`src/rtl/ahb_bus_matrix_input_stage_if.sv`:
```
// Signal bundle between an upstream AHB master, the input stage and the
// matrix decoder. The slave modport is the input stage's view.
interface ahb_bus_matrix_input_stage_if;
    // Master-side address phase and handshake
    logic        HSELS;
    logic [31:0] HADDRS;
    logic [1:0]  HTRANSS;
    logic        HWRITES;
    logic [2:0]  HSIZES;
    logic [2:0]  HBURSTS;
    logic [3:0]  HPROTS;
    logic        HMASTLOCKS;
    logic        HREADYS;
    logic        HREADYOUTS;
    logic [1:0]  HRESPS;

    // Decoder side
    logic        active_dec;
    logic        readyout_dec;
    logic [1:0]  resp_dec;
    logic        sel_in;
    logic [31:0] addr_in;
    logic [1:0]  trans_in;
    logic        write_in;
    logic [2:0]  size_in;
    logic [2:0]  burst_in;
    logic [3:0]  prot_in;
    logic        mastlock_in;

    modport slave (
        input  HSELS, HADDRS, HTRANSS, HWRITES, HSIZES, HBURSTS, HPROTS,
               HMASTLOCKS, HREADYS, active_dec, readyout_dec, resp_dec,
        output HREADYOUTS, HRESPS, sel_in, addr_in, trans_in, write_in,
               size_in, burst_in, prot_in, mastlock_in
    );

    modport master (
        output HSELS, HADDRS, HTRANSS, HWRITES, HSIZES, HBURSTS, HPROTS,
               HMASTLOCKS, HREADYS, active_dec, readyout_dec, resp_dec,
        input  HREADYOUTS, HRESPS, sel_in, addr_in, trans_in, write_in,
               size_in, burst_in, prot_in, mastlock_in
    );
endinterface

```
`src/rtl/ahb_bus_matrix_input_stage.sv`:
```
// AHB bus-matrix input stage: forwards a master's address phase to the
// decoder, holding it in a register (and stalling the master) whenever the
// target output stage is not yet granted to this port.
module ahb_bus_matrix_input_stage (
    input  logic                          HCLK,
    input  logic                          HRESET,
    ahb_bus_matrix_input_stage_if.slave   s_bus
);

    typedef struct packed {
        logic        sel;
        logic [31:0] addr;
        logic [1:0]  trans;
        logic        write;
        logic [2:0]  size;
        logic [2:0]  burst;
        logic [3:0]  prot;
        logic        mastlock;
    } addr_phase_t;

    addr_phase_t w_live;
    addr_phase_t w_out;
    addr_phase_t r_hold;
    addr_phase_t w_hold_next;

    logic r_pend;
    logic r_dphase;
    logic w_pend_next;
    logic w_dphase_next;
    logic w_accept;
    logic w_hold;
    logic w_live_fwd;
    logic w_pend_fwd;

    assign w_live = {s_bus.HSELS, s_bus.HADDRS, s_bus.HTRANSS, s_bus.HWRITES,
                     s_bus.HSIZES, s_bus.HBURSTS, s_bus.HPROTS, s_bus.HMASTLOCKS};

    // State register: pend/dphase flags and the holding register
    always_ff @(posedge HCLK) begin
        if (HRESET) begin
            r_pend   <= 1'b0;
            r_dphase <= 1'b0;
            r_hold   <= '0;
        end else begin
            r_pend   <= w_pend_next;
            r_dphase <= w_dphase_next;
            r_hold   <= w_hold_next;
        end
    end

    // Next-state: hold, live forward, pending forward, data-phase completion.
    // A held transfer freezes the holding register until it is forwarded,
    // so a new accept is ignored while pend is set (the master is stalled then).
    always_comb begin
        w_accept      = s_bus.HREADYS & s_bus.HSELS & s_bus.HTRANSS[1];
        w_hold        = w_accept & ~s_bus.active_dec & ~r_pend;
        w_live_fwd    = w_accept &  s_bus.active_dec & ~r_pend;
        w_pend_fwd    = r_pend & s_bus.active_dec & s_bus.readyout_dec;
        w_pend_next   = r_pend;
        w_dphase_next = r_dphase;
        w_hold_next   = r_hold;

        if (w_hold) begin
            w_pend_next = 1'b1;
            w_hold_next = w_live;
        end
        if (w_pend_fwd) begin
            w_pend_next = 1'b0;
        end

        // A forward in the same cycle as completion keeps dphase set (back-to-back)
        if (w_live_fwd || w_pend_fwd) begin
            w_dphase_next = 1'b1;
        end else if (r_dphase && s_bus.readyout_dec) begin
            w_dphase_next = 1'b0;
        end
    end

    // Output path: held phase while pending, otherwise the live master bus
    always_comb begin
        w_out = r_pend ? r_hold : w_live;
        if (r_pend) begin
            w_out.sel = 1'b1;
        end

        s_bus.sel_in      = w_out.sel;
        s_bus.addr_in     = w_out.addr;
        s_bus.trans_in    = w_out.trans;
        s_bus.write_in    = w_out.write;
        s_bus.size_in     = w_out.size;
        s_bus.burst_in    = w_out.burst;
        s_bus.prot_in     = w_out.prot;
        s_bus.mastlock_in = w_out.mastlock;

        s_bus.HREADYOUTS  = 1'b1;
        s_bus.HRESPS      = 2'b00;
        if (r_pend) begin
            s_bus.HREADYOUTS = 1'b0;
        end else if (r_dphase) begin
            s_bus.HREADYOUTS = s_bus.readyout_dec;
            s_bus.HRESPS     = s_bus.resp_dec;
        end
    end

endmodule
```
`src/flat_wrapper.sv`:
```
// flat-port wrapper written by rule: the top's interface ports become plain ports
module ahb_bus_matrix_input_stage_flat 
  (HCLK, HRESET, s_bus_HSELS, s_bus_HADDRS, s_bus_HTRANSS, s_bus_HWRITES, s_bus_HSIZES, s_bus_HBURSTS, s_bus_HPROTS, s_bus_HMASTLOCKS, s_bus_HREADYS, s_bus_active_dec, s_bus_readyout_dec, s_bus_resp_dec, s_bus_HREADYOUTS, s_bus_HRESPS, s_bus_sel_in, s_bus_addr_in, s_bus_trans_in, s_bus_write_in, s_bus_size_in, s_bus_burst_in, s_bus_prot_in, s_bus_mastlock_in);
  ahb_bus_matrix_input_stage_if s_bus_i ();
  input  logic HCLK;
  input  logic HRESET;
  input wire logic [$bits(s_bus_i.HSELS)-1:0] s_bus_HSELS;
  input wire logic [$bits(s_bus_i.HADDRS)-1:0] s_bus_HADDRS;
  input wire logic [$bits(s_bus_i.HTRANSS)-1:0] s_bus_HTRANSS;
  input wire logic [$bits(s_bus_i.HWRITES)-1:0] s_bus_HWRITES;
  input wire logic [$bits(s_bus_i.HSIZES)-1:0] s_bus_HSIZES;
  input wire logic [$bits(s_bus_i.HBURSTS)-1:0] s_bus_HBURSTS;
  input wire logic [$bits(s_bus_i.HPROTS)-1:0] s_bus_HPROTS;
  input wire logic [$bits(s_bus_i.HMASTLOCKS)-1:0] s_bus_HMASTLOCKS;
  input wire logic [$bits(s_bus_i.HREADYS)-1:0] s_bus_HREADYS;
  input wire logic [$bits(s_bus_i.active_dec)-1:0] s_bus_active_dec;
  input wire logic [$bits(s_bus_i.readyout_dec)-1:0] s_bus_readyout_dec;
  input wire logic [$bits(s_bus_i.resp_dec)-1:0] s_bus_resp_dec;
  output wire logic [$bits(s_bus_i.HREADYOUTS)-1:0] s_bus_HREADYOUTS;
  output wire logic [$bits(s_bus_i.HRESPS)-1:0] s_bus_HRESPS;
  output wire logic [$bits(s_bus_i.sel_in)-1:0] s_bus_sel_in;
  output wire logic [$bits(s_bus_i.addr_in)-1:0] s_bus_addr_in;
  output wire logic [$bits(s_bus_i.trans_in)-1:0] s_bus_trans_in;
  output wire logic [$bits(s_bus_i.write_in)-1:0] s_bus_write_in;
  output wire logic [$bits(s_bus_i.size_in)-1:0] s_bus_size_in;
  output wire logic [$bits(s_bus_i.burst_in)-1:0] s_bus_burst_in;
  output wire logic [$bits(s_bus_i.prot_in)-1:0] s_bus_prot_in;
  output wire logic [$bits(s_bus_i.mastlock_in)-1:0] s_bus_mastlock_in;
  assign s_bus_i.HSELS = s_bus_HSELS;
  assign s_bus_i.HADDRS = s_bus_HADDRS;
  assign s_bus_i.HTRANSS = s_bus_HTRANSS;
  assign s_bus_i.HWRITES = s_bus_HWRITES;
  assign s_bus_i.HSIZES = s_bus_HSIZES;
  assign s_bus_i.HBURSTS = s_bus_HBURSTS;
  assign s_bus_i.HPROTS = s_bus_HPROTS;
  assign s_bus_i.HMASTLOCKS = s_bus_HMASTLOCKS;
  assign s_bus_i.HREADYS = s_bus_HREADYS;
  assign s_bus_i.active_dec = s_bus_active_dec;
  assign s_bus_i.readyout_dec = s_bus_readyout_dec;
  assign s_bus_i.resp_dec = s_bus_resp_dec;
  assign s_bus_HREADYOUTS = s_bus_i.HREADYOUTS;
  assign s_bus_HRESPS = s_bus_i.HRESPS;
  assign s_bus_sel_in = s_bus_i.sel_in;
  assign s_bus_addr_in = s_bus_i.addr_in;
  assign s_bus_trans_in = s_bus_i.trans_in;
  assign s_bus_write_in = s_bus_i.write_in;
  assign s_bus_size_in = s_bus_i.size_in;
  assign s_bus_burst_in = s_bus_i.burst_in;
  assign s_bus_prot_in = s_bus_i.prot_in;
  assign s_bus_mastlock_in = s_bus_i.mastlock_in;
  ahb_bus_matrix_input_stage u_core (.HCLK(HCLK), .HRESET(HRESET), .s_bus(s_bus_i));
endmodule
```
`config.mk`:
```
export PLATFORM = sky130hd
export DESIGN_NAME = ahb_bus_matrix_input_stage_flat
export DESIGN_NICKNAME = d
export VERILOG_FILES = /design/src/rtl/ahb_bus_matrix_input_stage_if.sv /design/src/rtl/ahb_bus_matrix_input_stage.sv /design/src/flat_wrapper.sv
export SDC_FILE = /design/constraint.sdc
export NUM_CORES = 1
export LEC_CHECK = 0
export BUFFER_PORTS_ARGS = -buffer_cell sky130_fd_sc_hd__buf_4
export CELL_PAD_IN_SITES_DETAIL_PLACEMENT = 0
export CELL_PAD_IN_SITES_GLOBAL_PLACEMENT = 1
export CORE_UTILIZATION = 40
export DETAILED_ROUTE_END_ITERATION = 12
export HOLD_SLACK_MARGIN = 0.03
export PLACE_DENSITY = 0.86
export RECOVER_POWER = 50
export REMOVE_ABC_BUFFERS = 1
export SLEW_MARGIN = 20
export SYNTH_ARGS = -nofsm -noshare
export SYNTH_HDL_FRONTEND = slang
export SYNTH_SLANG_ARGS = --single-unit
export TNS_END_PERCENT = 5
```
`constraint.sdc`:
```
create_clock -name HCLK -period 4.7 [get_ports HCLK]
set_clock_uncertainty 0.2 [all_clocks]
set_input_delay 1.175 -clock HCLK [delete_from_list [all_inputs] [get_ports HCLK]]
set_output_delay 1.175 -clock HCLK [all_outputs]
set_load 0.005 [all_outputs]
```
**Word level (Yosys, flattened, before mapping)**

Index checks and enable logic that the tools add are counted.

- Flip-flop bits (word level): 49
- Output and inout port bits: 50

- Bitwise logic cells: 10
- Reduce and logical (&&, ||, !) cells: 4
- Mux-type cells: 8

Operators by type and width:

| cell | number |
|---|---|
| $mux 47 | 1 |
| $and 1x1->1 | 8 |
| $mux 1 | 5 |
| $mux 2 | 2 |
| $not 1->1 | 2 |
| $reduce_bool 2->1 | 1 |
| $reduce_or 2->1 | 1 |
| $logic_and 1x1->1 | 1 |
| $logic_or 1x1->1 | 1 |

**Depth between registers and ports, before layout**

- Depth after elaboration: 6
- Mapped depth: 5

**Worst setup path after synthesis**

No wires, ideal clock.

- Kind: input-to-output
- From: input port s_bus_HSELS
- To: output port s_bus_sel_in
- Setup slack: 1.883 ns
- Required time: 3.325 ns
- Stages: 1
- Path buffers: 0
- Arrival: 1.442 ns
- Path through: or2_2

- Word-level cells in the longest chain between the ends: 2

Ends and longest elaborated chain:

| item | RTL line | RTL |
|---|---|---|
| from (decl) | flat_wrapper.sv:7 | `input wire logic [$bits(s_bus_i.HSELS)-1:0] s_bus_HSELS;` |
| $mux 47 | ahb_bus_matrix_input_stage.sv:81 | `w_out = r_pend ? r_hold : w_live;` |
| $mux 1 | ahb_bus_matrix_input_stage.sv:82 | `if (r_pend) begin` |
| to (decl) | flat_wrapper.sv:21 | `output wire logic [$bits(s_bus_i.sel_in)-1:0] s_bus_sel_in;` |

No other way between the ends.

**Worst setup path in the final report**

- From: register u_core.r_pend
- To: output port s_bus_size_in[1]

- Word-level cells in the longest chain between the ends: 1

Ends and longest elaborated chain:

| item | RTL line | RTL |
|---|---|---|
| from (decl) | ahb_bus_matrix_input_stage.sv:26 | `logic r_pend;` |
| from (signal assigned) | ahb_bus_matrix_input_stage.sv:45 | `r_pend <= w_pend_next;` |
| $mux 47 | ahb_bus_matrix_input_stage.sv:81 |  |
| to (decl) | flat_wrapper.sv:25 | `output wire logic [$bits(s_bus_i.size_in)-1:0] s_bus_size_in;` |

No other way between the ends.

==> out/results.tsv <==
stage	metric	value	unit
run_status	run status	complete, but fails checks	
run_status	violations in the final reports	max-capacitance violations, max-slew violations	
drt	wire length per cell after detailed routing	12.8	µm
yosys	Synth Instances	264	
setup_path	standard cell with the maximum stage delay on the critical path	sky130_fd_sc_hd__dfxtp_2	
clock_tree	insertion delay to the later sink of the worst-skew pair	290	ps
pwr	power density relative to cell area	235	nW/µm²
global_routing	global-route usage over all layers	0.156	
pwr	clock network fraction of total power	0.306	
clock_tree	number of hold-repair buffers added at the cts stage	0	
yosys	mean area per synthesized cell	10.5	µm²
pwr	share of power burned in combinational logic	0.192	
final_layout	synthesis-to-finish area growth	29.6	%
yosys	share of the yosys chip area belonging to registers	0.348	
clock_tree	Sink Count	48	
pwr	Switch Pwr	200	µW
sta	unrepaired setup endpoints after global routing	no	
sta	Setup TNS	0	ps
sta	actual slew at the worst max-slew pin	2580	ps
floorplanning	floorplan die height	85.1	µm
yosys	synthesis-stage register bit count	48	
setup_path	type of the worst setup path	reg2out	
pwr	switching share of total power	0.237	
final_layout	final net count	409	
global_routing	number of global-route vias before repair	2084	
sta	final worst path period need	3420	ps
final_layout	Antenna Cells	0	
drt	Vias	2094	
drt	first-pass detailed-route iteration total	4	
setup_path	endpoint type of the worst setup path	primary output	
worst_hold_path	kind of path behind the tightest hold check	reg2reg	
global_routing	global-route wire length before repair	9.08	mm
clock_tree	number of clock buffers inserted by TritonCTS	5	
drt	DRC errors left	0	
place	global placer's final weighted congestion	0.671	
setup_path	required time reported for the critical path endpoint	3320	ps
clock_tree	PostCTS Resize Cnt	0	
setup_path	kind of start point of the critical path	register	
global_routing	sum of overflow across all layers after global routing	0	
setup_path	slowest cell delay on critical path	790	ps
yosys	Synth Warn #	0	
drt	ratio of routed vias to standard cells	4.84	
pwr	Internal Power	643	µW
clock_tree	Post-CTS Repair Setup Buffers	0	
drt	detailed router's first-iteration violation count	53	
setup_path	ordered list of cells on the worst path	buf_4, mux2_2, buf_4	
final_layout	ratio of cells with drive above 1 in the final layout	0.449	
place	post-detailed-placement half-perimeter wirelength	3.80	mm
sta	final critical-path share of the clock period	0.729	
final_layout	core utilization of the finished layout	0.552	
setup_path	FF-to-FF setup slack	2690	ps
floorplanning	Starting Density	0.426	
floorplanning	# rows	29	
drt	antenna-violating nets left	0	
sta	number of hold violations in the final report	0	
drt	wire length reported by the detailed router	5.56	mm
sta	final-report setup violation count	0	
global_routing	largest net degree at the start of global routing	94	
setup_path	arrival time at the worst endpoint	2050	ps
pwr	largest vdd supply drop	0.000113	V
clock_tree	CTS Root Buffer Type	sky130_fd_sc_hd__clkbuf_8	
sta	final-report max-slew violation count	94	
sta	relative max-transition margin	-0.720	
floorplanning	full die area	7250	µm²
clock_tree	CTS tree	yes	
clock_tree	maximum number of buffers from clock root to sink	2	
global_routing	number of antenna violations at the first check in global routing	0	
pwr	share of power burned in registers	0.502	
run	Max-cap violations	1	
floorplanning	top-level I/O count	104	
yosys	area of the mapped netlist	2760	µm²
final_layout	commonest non-fill, non-tap cell in the layout	sky130_fd_sc_hd__buf_4	
clock_tree	H-tree depth reported by CTS	2	
floorplanning	placeable core region	6490	µm²
setup_path	highest net fanout along the worst path	30	
clock_tree	clock transition at the registers of the reported paths	90	ps
setup_path	cell with the most instances on the worst path	sky130_fd_sc_hd__buf_4	
final_layout	commonest non-fill, non-tap cells in the layout	sky130_fd_sc_hd__buf_4 (102), sky130_fd_sc_hd__nand2b_1 (90), sky130_fd_sc_hd__dfxtp_1 (47)	
final_layout	total of fill cells in the finished design	606	
floorplanning	Die W	85.1	µm
pwr	leakage power total	1.43	nW
yosys	Distinct cells, synth	21	
sta	maximum clock rate	292	MHz
place	input/output buffers	103	
Yosys cell counts:
master | count | area [µm²]
sky130_fd_sc_hd__a21oi_1 | 1 | 5.00
sky130_fd_sc_hd__a2bb2oi_1 | 1 | 8.76
sky130_fd_sc_hd__a31oi_1 | 1 | 6.26
sky130_fd_sc_hd__and3b_1 | 2 | 17.5
sky130_fd_sc_hd__buf_12 | 4 | 80.1
sky130_fd_sc_hd__buf_2 | 6 | 30.0
sky130_fd_sc_hd__buf_6 | 1 | 11.3
sky130_fd_sc_hd__buf_8 | 1 | 15.0
sky130_fd_sc_hd__clkbuf_1 | 9 | 33.8
sky130_fd_sc_hd__dfxtp_1 | 48 | 961
sky130_fd_sc_hd__mux2_2 | 46 | 518
sky130_fd_sc_hd__mux2i_1 | 45 | 450
sky130_fd_sc_hd__nand2_1 | 1 | 3.75
sky130_fd_sc_hd__nand2b_1 | 90 | 563
sky130_fd_sc_hd__nand3_1 | 1 | 5.00
sky130_fd_sc_hd__nor2_1 | 2 | 7.51
sky130_fd_sc_hd__nor2b_1 | 1 | 6.26
sky130_fd_sc_hd__nor3_4 | 1 | 16.3
sky130_fd_sc_hd__o21ba_1 | 1 | 10.0
sky130_fd_sc_hd__or2_2 | 1 | 6.26
sky130_fd_sc_hd__or3b_1 | 1 | 8.76
flip-flops by register name, summed over array words and instances (netlist names):
| register | cells |
|---|---|
| u_core.r_hold | 46 |
| u_core.r_dphase | 1 |
| u_core.r_pend | 1 |
worst paths after layout:
path | from | endpoint | cells after the start
setup reg to reg | u_core.r_pend$_SDFFE_PP0P_ | u_core.r_hold[45]$_SDFFE_PP0P_ | 3
hold / removal | u_core.r_hold[19]$_SDFFE_PP0P_ | u_core.r_hold[19]$_SDFFE_PP0P_ | 2
setup / recovery | u_core.r_pend$_SDFFE_PP0P_ | s_bus_size_in[1] | 3
hold reg to reg | u_core.r_hold[19]$_SDFFE_PP0P_ | u_core.r_hold[19]$_SDFFE_PP0P_ | 2
critical path: cells and delay by family (launching register included):
| kind | cells | cell delay [ps] |
|---|---|---|
| muxes | 1 | 380 |
| DFF | 1 | 790 |
| buffers and inverters | 2 | 580 |
layout make-up:
cell class	count	area, µm²	share of cell area
tap	77	96.3	0.0269
clock inverter	1	7.51	0.00210
multi-input combinational	195	1630	0.456
sequential	48	962	0.269
clock buffer	7	86.3	0.0241
timing repair buffer	105	797	0.222
through the flow:
step / total power, mW / cell area, µm² / worst slack (ps) / hold WS, ps / cells
floorplan: 0.501 / 2590 / 1270 / 244 / 243
global placement: 0.593 / 3490 / 1560 / 255 / 425
detailed placement: 0.595 / 3490 / 1560 / 260 / 425
CTS: 0.856 / 3590 / 1230 / 279 / 433
global route: 0.884 / 3580 / 950 / 289 / 433
finish: 0.842 / 3580 / 1280 / 271 / 433
cells by family after synthesis:
group	synth area share
simple gates	0.230
buf+inv	0.0616
flops	0.348
mux	0.350
compound gates	0.0109
per-layer routing:
metal,track usage,part of all wire
met4,0.0586,0.014
met3,0.0447,0.065
met5,0,0
met2,0.276,0.48
met1,0.177,0.44
power by group through the flow:
stage,logic [mW],clock network [mW],registers (mW)
2_1_floorplan,0.0697,0,0.431
3_3_place_gp,0.161,0,0.432
3_5_place_dp,0.162,0,0.432
4_1_cts,0.163,0.270,0.423
5_1_grt,0.177,0.282,0.424
6_report,0.162,0.258,0.423
Power figures use the tool's default switching activity.
